## config.mk

```make
export PLATFORM = sky130hd
export DESIGN_NAME = imem_boot_ctrl
export DESIGN_NICKNAME = d
export VERILOG_FILES = /design/src/rtl/imem_ctrl_pkg.sv /design/src/rtl/imem_boot_ctrl_packer.sv /design/src/rtl/imem_boot_ctrl.sv
export SDC_FILE = /design/constraint.sdc
export NUM_CORES = 1
export LEC_CHECK = 0
export CAP_MARGIN = 20
export CORE_ASPECT_RATIO = 0.75
export CORE_UTILIZATION = 60
export CTS_CLUSTER_DIAMETER = 50
export DETAILED_ROUTE_END_ITERATION = 10
export DONT_BUFFER_PORTS = 1
export PLACE_DENSITY = 0.76
export RECOVER_POWER = 50
export SYNTH_ARGS = -nofsm -noshare
export SYNTH_HDL_FRONTEND = slang
export SYNTH_SLANG_ARGS = --single-unit
```

## constraint.sdc

```tcl
create_clock -name i_clk -period 3.3 [get_ports i_clk]
set_input_delay 0.33 -clock i_clk [delete_from_list [all_inputs] [get_ports i_clk]]
set_output_delay 0.33 -clock i_clk [all_outputs]
set_load 0.02 [all_outputs]
```

## src/rtl/imem_ctrl_pkg.sv

```systemverilog
// Shared types and constants for the instruction-memory boot controller.
package imem_ctrl_pkg;

    localparam int unsigned IMEM_AW        = 6;
    localparam int unsigned IMEM_DEPTH     = 2 ** IMEM_AW;
    localparam int unsigned BYTES_PER_WORD = 4;

    // Index of the final byte lane of a word in the packer.
    localparam logic [1:0] LAST_BYTE_IDX = 2'(BYTES_PER_WORD - 1);

    typedef enum logic {
        LOAD = 1'b0,
        RUN  = 1'b1
    } state_t;

endpackage

```

## src/rtl/imem_boot_ctrl_packer.sv

```systemverilog
// Big-endian byte-to-word packer. The first byte of a word lands in [31:24].
// An early last byte finishes the word with the unreceived low bytes zero.
module word_packer
    import imem_ctrl_pkg::*;
(
    input  logic        i_clk,
    input  logic        i_reset_n,
    input  logic        i_clear,
    input  logic        i_accept,
    input  logic [7:0]  i_byte,
    input  logic        i_last,
    output logic [31:0] o_word,
    output logic        o_word_done,
    output logic        o_short
);

    logic [1:0]  r_idx;
    logic [31:0] r_word;
    logic [31:0] w_lane;

    // Place the incoming byte into its lane; completed word includes it.
    always_comb begin
        w_lane = '0;
        case (r_idx)
            2'd0:    w_lane = {i_byte, 24'h000000};
            2'd1:    w_lane = {8'h00, i_byte, 16'h0000};
            2'd2:    w_lane = {16'h0000, i_byte, 8'h00};
            default: w_lane = {24'h000000, i_byte};
        endcase
        o_word      = r_word | w_lane;
        o_word_done = i_accept && ((r_idx == LAST_BYTE_IDX) || i_last);
        o_short     = i_accept && i_last && (r_idx != LAST_BYTE_IDX);
    end

    // Accumulate bytes; restart empty after each finished word or on clear.
    always_ff @(posedge i_clk) begin
        if (!i_reset_n || i_clear) begin
            r_idx  <= '0;
            r_word <= '0;
        end else if (i_accept) begin
            if (o_word_done) begin
                r_idx  <= '0;
                r_word <= '0;
            end else begin
                r_idx  <= r_idx + 2'd1;
                r_word <= o_word;
            end
        end
    end

endmodule

```

## src/rtl/imem_boot_ctrl.sv

```systemverilog
// Boot loader and port arbiter for the instruction memory: loads a byte
// image into consecutive words while the CPU is stalled, then hands the
// single memory port to instruction fetch.
module imem_boot_ctrl
    import imem_ctrl_pkg::*;
#(
    parameter int unsigned AW = IMEM_AW
) (
    input  logic          i_clk,
    input  logic          i_reset_n,
    input  logic          i_ld_valid,
    output logic          o_ld_ready,
    input  logic [7:0]    i_ld_data,
    input  logic          i_ld_last,
    input  logic          i_reload,
    input  logic [AW-1:0] i_fetch_addr,
    output logic [31:0]   o_fetch_data,
    output logic          o_fetch_valid,
    output logic          o_cpu_stall,
    output logic [AW-1:0] o_mem_addr,
    output logic          o_mem_we,
    output logic [31:0]   o_mem_wdata,
    input  logic [31:0]   i_mem_rdata,
    output logic [AW:0]   o_words_loaded,
    output logic          o_load_err
);

    localparam logic [AW-1:0] LAST_ADDR = '1;
    localparam logic [AW:0]   ONE_WORD  = (AW + 1)'(1);

    state_t        r_state;
    state_t        w_state_next;
    logic [AW-1:0] r_wr_addr;
    logic [AW:0]   r_words;
    logic          r_err;
    logic          r_we;
    logic          r_finish;
    logic [31:0]   r_wdata;

    logic          w_load;
    logic          w_accept;
    logic [31:0]   w_word;
    logic          w_word_done;
    logic          w_short;

    assign w_load   = (r_state == LOAD);
    // A byte arriving together with reload belongs to the discarded image.
    assign w_accept = w_load && i_ld_valid && !r_we && !i_reload;

    word_packer u_packer (
        .i_clk       (i_clk),
        .i_reset_n   (i_reset_n),
        .i_clear     (i_reload),
        .i_accept    (w_accept),
        .i_byte      (i_ld_data),
        .i_last      (i_ld_last),
        .o_word      (w_word),
        .o_word_done (w_word_done),
        .o_short     (w_short)
    );

    // State register.
    always_ff @(posedge i_clk) begin
        if (!i_reset_n) begin
            r_state <= LOAD;
        end else begin
            r_state <= w_state_next;
        end
    end

    // Leave LOAD after the final or the top-of-memory write; reload always returns to LOAD.
    always_comb begin
        w_state_next = r_state;
        case (r_state)
            LOAD: begin
                if (!i_reload && r_we && (r_finish || (r_wr_addr == LAST_ADDR))) begin
                    w_state_next = RUN;
                end
            end
            default: begin
                if (i_reload) begin
                    w_state_next = LOAD;
                end
            end
        endcase
    end

    // Write pipeline and load counters; a write already on the port completes before reload clears.
    always_ff @(posedge i_clk) begin
        if (!i_reset_n) begin
            r_wr_addr <= '0;
            r_words   <= '0;
            r_err     <= 1'b0;
            r_we      <= 1'b0;
            r_finish  <= 1'b0;
            r_wdata   <= '0;
        end else if (i_reload) begin
            r_wr_addr <= '0;
            r_words   <= '0;
            r_err     <= 1'b0;
            r_we      <= 1'b0;
            r_finish  <= 1'b0;
        end else begin
            r_we     <= w_accept && w_word_done;
            r_finish <= w_accept && w_word_done && i_ld_last;
            if (w_accept && w_word_done) begin
                r_wdata <= w_word;
            end
            if (w_short) begin
                r_err <= 1'b1;
            end
            if (r_we) begin
                r_words <= r_words + ONE_WORD;
                if (r_wr_addr != LAST_ADDR) begin
                    r_wr_addr <= r_wr_addr + 1'b1;
                end
            end
        end
    end

    // Port mux and handshake outputs by mode.
    always_comb begin
        o_ld_ready    = 1'b0;
        o_cpu_stall   = 1'b1;
        o_fetch_valid = 1'b0;
        o_fetch_data  = '0;
        o_mem_addr    = r_wr_addr;
        o_mem_we      = 1'b0;
        if (w_load) begin
            o_ld_ready = !r_we;
            o_mem_we   = r_we;
        end else begin
            o_cpu_stall   = 1'b0;
            o_fetch_valid = 1'b1;
            o_fetch_data  = i_mem_rdata;
            o_mem_addr    = i_fetch_addr;
        end
    end

    assign o_mem_wdata    = r_wdata;
    assign o_words_loaded = r_words;
    assign o_load_err     = r_err;

endmodule
```

* Yosys cells after proc, flatten, opt, wreduce, memory -nomap -nowiden *
Cells that the tools add are included.

operators by class
  add/subtract/negate cells = 3
  eq/ne operators = 6
  muxes and demuxes = 12
  bitwise gates (word level) = 4
  reductions and logical operators = 20

operators with widths
  operator               count
  $pmux W32 S3           1
  $mux W32               2
  $or A32 B32 Y32        1
  $logic_and A1 B1 Y1    10
  $add A7 B1 Y7 const B  1
  $mux W1                7
  $add A6 B1 Y6 const B  1
  $eq A6 B6 Y1 const B   1
  $mux W6                1
  $ne A6 B6 Y1 const B   1
  $eq A2 B2 Y1 const B   2
  $reduce_and A2 Y1      2
  $logic_not A1 Y1       3
  $logic_or A1 B1 Y1     3
  $not A1 Y1             3
  $add A2 B1 Y2 const B  1
  $eq A2 B1 Y1 const B   1
  $logic_not A2 Y1       1
  $mux W2                1
  $ne A2 B2 Y1 const B   1
  $reduce_or A2 Y1       1

storage, ports and cells
  register bits after elaboration = 83
  bits of input ports = 51
  output and inout bits = 82
  logic and storage cells = 54

* Logic depth before layout (Yosys ltp) *
Gate-level depths: netlist of the first run.

  depth in word-level cells = 7
  mapped depth = 6
  depth with buffers taken out = 5

* Hierarchy *
Synthesis of the first run repeated with hierarchy kept, for this count alone.

unflattened totals
  cell total of the unflattened synthesis = 461
  area total of the unflattened synthesis = 4294.1 um2

by module, submodules not included
  module          instances  cells an instance  area an instance (um2)  seq. area each (um2)
  imem_boot_ctrl  1          270                2443.6                  980.9
  word_packer     1          191                1850.5                  680.7

* Least setup slack after synthesis of the first run *
No wires, ideal clock.

  kind = register -> output
  start = register r_state
  end = output port o_fetch_data[10]
  arrival time = 1.345 ns
  required time = 2.970 ns
  setup slack = 1.625 ns
  cell stages (with the launch flop) = 5
  path buffers = 3
  cell sequence = dfxtp_1 buf_6 clkbuf_1 clkbuf_1 and2_1

on the way
  longest elaborated chain between the ends = 1

RTL lines
  element                   RTL line               text
  start: declaration        imem_boot_ctrl.sv:31   state_t r_state;
  start signal: assignment  imem_boot_ctrl.sv:67   r_state <= w_state_next;
  $mux W32                  imem_boot_ctrl.sv:129  if (w_load) begin
  end: declaration          imem_boot_ctrl.sv:17   output logic [31:0] o_fetch_data,

Every way passes these cells.

* Final worst setup path of the first run *
  start = register r_state
  end = register r_wdata[22], in the netlist o_mem_wdata[22]

on the way
  longest elaborated chain between the ends = 7

RTL lines
  element                                RTL line                     text
  $not A1 Y1 (*)                         -
  $logic_and A1 B1 Y1 (*) (3 in series)  imem_boot_ctrl.sv:48         assign w_accept = w_load && i_ld_valid && !r_we && !i_reload;
  $logic_and A1 B1 Y1                    imem_boot_ctrl_packer.sv:31  o_word_done = i_accept && ((r_idx == LAST_BYTE_IDX) || i_last);
  $logic_and A1 B1 Y1 (*)                imem_boot_ctrl.sv:106        if (w_accept && w_word_done) begin
  $reduce_and A2 Y1 (no line) (*)        -
  end signal: assignment                 imem_boot_ctrl.sv:107        r_wdata <= w_word;
  end: declaration                       imem_boot_ctrl.sv:38         logic [31:0] r_wdata;

Every way passes the cells marked *; elsewhere a longest branch is shown, timed or not.
A chain may end at the register's enable or synchronous reset.

==> metrics.md, run 1 <==
| Metric | Value |
|---|---|
| EDFF count, synth | `0` |
| Worst R2R Path Depth | `3` |
| Hold path start | `i_ld_last` |
| Number of fill cells | `roughly 490` |
| DR pass1 iterations | `5` |
| FF+latch count, synth | `83` |
| Hold Path Sink | `r_finish` |
| Clk pin slew, worst setup/hold paths | `about 80 ps` |
| Warnings from Yosys | `0` |
| Worst reg2reg setup slack | `970 ps` |
| Final Cycle Share | `0.706` |
| Outcome | `finished, final reports clean` |
| FP Rows | `24` |
| CTS tree | `done` |
| Synth area leaders | `dfxtp_1 46%, a21oi_1 9.6%, a211oi_1 7.3%` |
| Critical Path Fanout Max | `55` |
| Clock buffer count from CTS | `9` |
| Post-synthesis cell count | `411` |
| Clock latency on the worst-skew pair | `roughly 360 ps` |
| R2R Path Start | `r_state` |
| Pins Over Slew Limit | `0` |
| Synth area leader | `dfxtp_1` |
| Sink Count | `83` |
| Unique masters post-synth | `37` |
| Kind of critical path | `flip-flop to flip-flop` |
| Worst setup EP type | `flip-flop` |
| Fraction of layout cells with a size suffix above 1 | `0.0736` |
| Mapped Nets | `469` |
| Buffers on Ports | `0` |
| Number of global-route vias before repair | `2674` |
| Post-CTS sizing | `0` |
| Die W | `between 90 and 100 um` |
| Fmax | `0.429 GHz` |
| Post-DRT Antenna Nets | `0` |
| Synth cell count leaders | `83 x dfxtp_1, 69 x a21oi_1, 42 x nor2_1` |
| Top-count cell post-synth | `dfxtp_1` |
| Max_slew headroom | `0.343` |
| Startpoint types | `flip-flop` |
| Hold Slack | `119 ps` |
| PD cells | `about 500 nW/um^2` |
| Fin. Hold Viols | `0` |
| Detail Placement HPWL | `5.58 mm` |
| CORE AREA | `5800 um^2` |
| Post-CTS setup buffers | `0` |
| Worst flop-to-flop path endpoint | `o_mem_wdata[22]` |
| Total grt overflow | `0` |
| Worst min path class | `input port to flip-flop` |
| Fin crit period | `approximately 2300 ps` |
| Max VDD drop | `0.291 mV` |
| Htree depth | `3` |
| Worst Path Required | `3510 ps` |
| WL final | `8.43 mm` |
| I/O Pins | `approximately 130` |
| Clk root buf | `clkbuf_8` |
| Routed len/inst | `17.8 um` |
| First-pass GRT wire length | `roughly 13 mm` |
| WP data arrival | `2540 ps` |
| Initial antenna violation count | `0` |
| RSZ-0062 raised after global routing | `no` |
| Via/cell ratio | `roughly 6.4` |
| Die H | `69.2 um` |
| Largest net degree at the start of global routing | `56` |
| Leak | `roughly 1.3 nW` |
| Max Root-Sink Buffers | `2` |
| Synth Flop Type | `dfxtp_1` |
| Routability cong. | `0.806` |
| Post-synth top area share | `0.460` |
| Area grow syn2layout | `4.54%` |
| Hold path cells | `2` |
| Setup Skew | `9.85 ps` |
| Final setup violation count | `0` |
| Starting Density | `0.623` |
| Total Neg Setup Slack | `0 ps` |
| DRT iter0 DRCs | `262` |
| Gr usage total | `0.273` |
| Post-Syn Area | `3610 um^2` |
| Final #Nets | `448` |
| Sequential share of the synthesized area | `0.460` |
| Avg Inst Size Synth | `8.79 um^2` |
| MaxCap Viol Count | `0` |
| Ys async rst share | `0` |
| Die ar. | `6340 um^2` |
| Residual DRC | `0` |
| # diodes | `0` |
| Hold_buf cts | `0` |
| Total number of vias | `3011` |
| Slew of the pin with the lowest slew margin | `986 ps` |
==> layout make-up <==
type | instances | area (um^2) | area share
multi-input cells | 286 | 1750 | 0.463
flip-flops and latches | 83 | 1660 | 0.440
clock buffers | 11 | 151 | 0.0401
well taps | 78 | 97.6 | 0.0258
clock inverters | 4 | 50.0 | 0.0133
repair buffers | 3 | 38.8 | 0.0103
inverters | 7 | 26.3 | 0.00696
==> metrics by stage <==
stage	setup slack, ps	area, um^2	power (mW)	std cells	utilization
after floorplan	1620	3610	1.19	411	-
after global placement	1080	3550	1.20	456	0.613
after detailed placement	1040	3550	1.21	456	0.613
after CTS	1030	3760	1.94	471	0.648
after global routing	770	3780	1.99	472	0.652
final	971	3780	1.93	472	0.652
==> registers in the layout, indices dropped and copies added, names as in the netlist <==
register,flops
r_state,1
o_words_loaded,7
r_finish,1
r_we,1
r_wr_addr,6
u_packer.r_idx,2
u_packer.r_word,32
o_load_err,1
o_mem_wdata,32
==> critical path: stages, from the launching register on <==
cell and delay [ps]:
dfxtp_2 600, or4b_1 740, nor2_4 640, a211oi_1 170
==> report_power, final <==
| part | internal (mW) | leakage (nW) | switching (mW) | total (mW) |
|---|---|---|---|---|
| combinational | 0.0422 | 0.479 | 0.0785 | 0.121 |
| sequential | 1.02 | 0.673 | 0.0426 | 1.07 |
| clock | 0.385 | 0.0974 | 0.357 | 0.742 |
==> routing by layer <==
metal | global-route usage | vias up | wire [um]
met3 | 0.0888 | 9 | 905
met2 | 0.438 | 181 | 3880
li1 | - | 1434 | -
met1 | 0.352 | 1387 | 3560
met4 | 0.0794 | 0 | 75
met5 | 0 | - | 0
==> placed cells by master (no fill, tap or decap), types with 2 or more instances in the layout <==
cell	n
a211oi_1	35
a21oi_1	69
a31oi_1	35
and2_0	19
and2_1	13
and4_1	2
clkbuf_8	11
clkinvlp_4	2
dfxtp_1	82
ha_1	7
inv_1	7
mux2_2	5
mux2i_1	3
nand2_1	10
nand2b_1	2
nand3_1	2
nand4_1	3
nor2_1	42
nor2b_1	13
nor3_1	5
o21ai_0	4
or3_1	2
xor2_1	3
==> logic make-up (layout without fill, tap and decap cells) <==
family | count (synthesis) | after routing | share of synthesized area
AO/OA/AOI/OAI | 147 | 147 | 0.246
AND/OR/NAND/NOR | 120 | 120 | 0.179
multiplexers | 8 | 8 | 0.0239
adder cells (fa/ha/maj) | 7 | 7 | 0.0242
buffers and inverters | 42 | 25 | 0.0572
flip-flops | 83 | 83 | 0.460
XOR/XNOR | 4 | 4 | 0.00970
==> worst max-delay path by stage <==
stage	start	endpoint	slack (ps)	cells past startpoint
after floorplan	r_state	o_fetch_data[10]	1620	4
after global placement	r_state	o_mem_wdata[25]	1080	3
after detailed placement	r_state	o_mem_wdata[17]	1040	3
after CTS	r_state	o_mem_wdata[1]	1030	3
after global routing	r_state	o_mem_wdata[22]	770	3
final	r_state	o_mem_wdata[22]	970	3
Note: power is estimated with default switching activity, not from simulation.
==> run 2: changes to the inputs <==
clock period = 2.33 ns   (was 3.3 ns; I/O delays follow)
==> run 2 against run 1 <==
Wire length grew 4.5%. Worst hold slack got worse by 94 ps. Final cell count is 1.5% higher. Sequential share of layout area fell by 0.61 points. Clock power up 52%. Critical endpoint is now u_packer.r_word[18]. Largest cell class unchanged. Largest power group unchanged.
==> metrics.md, run 2 (synthesized netlist as in run 1, its figures left out) <==
| Metric | Value |
|---|---|
| Final #Nets | `454 (+1.3%)` |
| Max Root-Sink Buffers | `2 (unchanged)` |
| Routability cong. | `0.847 (+5.1%)` |
| Initial antenna violation count | `0 (unchanged)` |
| CP cell instances | `ha_1 -> nor3b_2 -> a31oi_1 -> nor2_1` |
| Clock latency on the worst-skew pair | `350 ps (about the same)` |
| DP Worst Slack | `326 ps (-714 ps)` |
| CORE AREA | `5800 um^2 (unchanged)` |
| Startpoint types | `flip-flop` |
| Via/cell ratio | `6.32 (-1.0%)` |
| Die H | `69.2 um (unchanged)` |
| Final setup violation count | `0 (unchanged)` |
| RSZ-0062 raised after global routing | `no` |
| Worst Path Required | `2610 ps (-900 ps)` |
| Final Cycle Share | `0.885 (+0.179)` |
| Die ar. | `6340 um^2 (unchanged)` |
| Most common cell after layout, fill and taps aside | `dfxtp_1` |
| PD cells | `737 nW/um^2 (+44%)` |
| WL final | `8.81 mm (+4.5%)` |
| Number of global-route vias before repair | `2724 (+1.9%)` |
| Critical Path Start | `u_packer.r_idx[0]` |
| Clk root buf | `clkbuf_8` |
| Routed len/inst | `18.4 um (+3.0%)` |
| Commonest cells after routing, fill and taps aside | `83 x dfxtp_1, 69 x a21oi_1, 42 x nor2_1` |
| Setup slack after layout | `268 ps (-704 ps)` |
| Post-CTS sizing | `0 (unchanged)` |
| Slowest cell on the critical path | `nor3b_2` |
| Hold Slack | `25.5 ps (-93.6 ps)` |
| Die W | `91.6 um (unchanged)` |
| Kind of critical path | `flip-flop to flip-flop` |
| Largest net degree at the start of global routing | `55 (-1.8%)` |
| # diodes | `0 (unchanged)` |
| Residual DRC | `0 (unchanged)` |
| Leak | `1.30 nW (+3.6%)` |
| Clock buffer count from CTS | `9 (unchanged)` |
| DRT iter0 DRCs | `216 (-18%)` |
| Critical path's largest stage delay | `840 ps (+100 ps)` |
| R2R Path Start | `u_packer.r_idx[0]` |
| Max_slew headroom | `0.372 (+0.0290)` |
| Max VDD drop | `0.472 mV (+62%)` |
| Pwr Total | `2.82 mW (+46%)` |
| DR pass1 iterations | `5 (unchanged)` |
| I/O Pins | `133 (unchanged)` |
| WP data arrival | `2340 ps (-200 ps)` |
| Worst setup EP type | `flip-flop` |
| Buffers on Ports | `0 (unchanged)` |
| First-pass GRT wire length | `13.9 mm (+4.1%)` |
| Area grow syn2layout | `5.92%` |
| Worst min path class | `input port to flip-flop` |
| Detail Placement HPWL | `5.96 mm (+6.9%)` |
| Total Neg Setup Slack | `0 ps (unchanged)` |
| CTS tree | `done` |
| Outcome | `finished, final reports clean` |
| Total grt overflow | `0 (unchanged)` |
| Clk pin slew, worst setup/hold paths | `90 ps (about the same)` |
| Setup Skew | `9.25 ps (-0.604 ps)` |
| FP Rows | `24 (unchanged)` |
| MaxCap Viol Count | `0 (unchanged)` |
| Post-CTS setup buffers | `0 (unchanged)` |
| Fin crit period | `2060 ps (-266 ps)` |
| Starting Density | `0.623 (unchanged)` |
| Fin. Hold Viols | `0 (unchanged)` |
| Htree depth | `3 (unchanged)` |
| Fraction of layout cells with a size suffix above 1 | `0.0873 (+0.0137)` |
| Hold path start | `i_ld_last` |
| Pins Over Slew Limit | `0 (unchanged)` |
| Gr usage total | `0.284 (+0.0112)` |
| Hold_buf cts | `0 (unchanged)` |
| Post-DRT Antenna Nets | `0 (unchanged)` |
| Critical Path Fanout Max | `19 (-65%)` |
| Slew of the pin with the lowest slew margin | `938 ps (-47.6 ps)` |
| Sink Count | `83 (unchanged)` |
| Total number of vias | `3025 (+0.46%)` |
| Fmax | `0.485 GHz (+13%)` |
run 2: cell types whose count changed in the layout (fill, tap and decap cells not counted), moves of 2 or more:
cell | before | now
clkbuf_2 | 0 | 2
and2_0 | 19 | 5
buf_4 | 1 | 5
and2_1 | 13 | 27
clkbuf_8 | 11 | 9
run 2: through the flow:
| step | utilization | std cells | instance area [um^2] |
|---|---|---|---|
| floorplan | - | 411 | 3610 |
| CTS | 0.662 | 479 | 3840 |
| finish | 0.660 | 479 | 3830 |
| global placement | 0.625 | 463 | 3620 |
| global route | 0.660 | 479 | 3830 |
| detailed placement | 0.625 | 463 | 3620 |
run 2: report_power, final:
| part | switching, mW | internal [mW] | leakage, nW | total (mW) |
|---|---|---|---|---|
| clock | 0.525 | 0.606 | 0.103 | 1.13 |
| combinational | 0.116 | 0.0626 | 0.519 | 0.178 |
| sequential | 0.0584 | 1.45 | 0.673 | 1.51 |
run 2: path summary, 6_finish.rpt:
check                         to  slack [ps]  depth (start not counted)
max          u_packer.r_word[18]         270                          4
min                     r_finish          30                          2
max reg2reg  u_packer.r_word[18]         270                          4
min reg2reg  u_packer.r_word[31]         480                          2
run 2: area by class of cell:
class / count / area [um^2]
clock inverters: 6 / 88.8
clock buffers: 10 / 128
multi-input cells: 286 / 1750
fillers: 467 / 1970
well taps: 78 / 97.6
flip-flops and latches: 83 / 1660
repair buffers: 9 / 71.3
inverters: 7 / 26.3
run 2: critical path: cells and delay by family, from the launching register on:
| family | cells | cell delay, ps |
|---|---|---|
| flip-flops | 1 | 380 |
| adder cells (fa/ha/maj) | 1 | 440 |
| AND/OR/NAND/NOR | 2 | 990 |
| AO/OA/AOI/OAI | 1 | 170 |
run 2: metal layers:
metal / vias up / global-route usage / share of wire
met2: 177 / 0.447 / 0.46
met5: - / 0 / 0
li1: 1439 / - / -
met1: 1400 / 0.374 / 0.43
met4: 0 / 0.0952 / 0.0097
met3: 9 / 0.0844 / 0.10
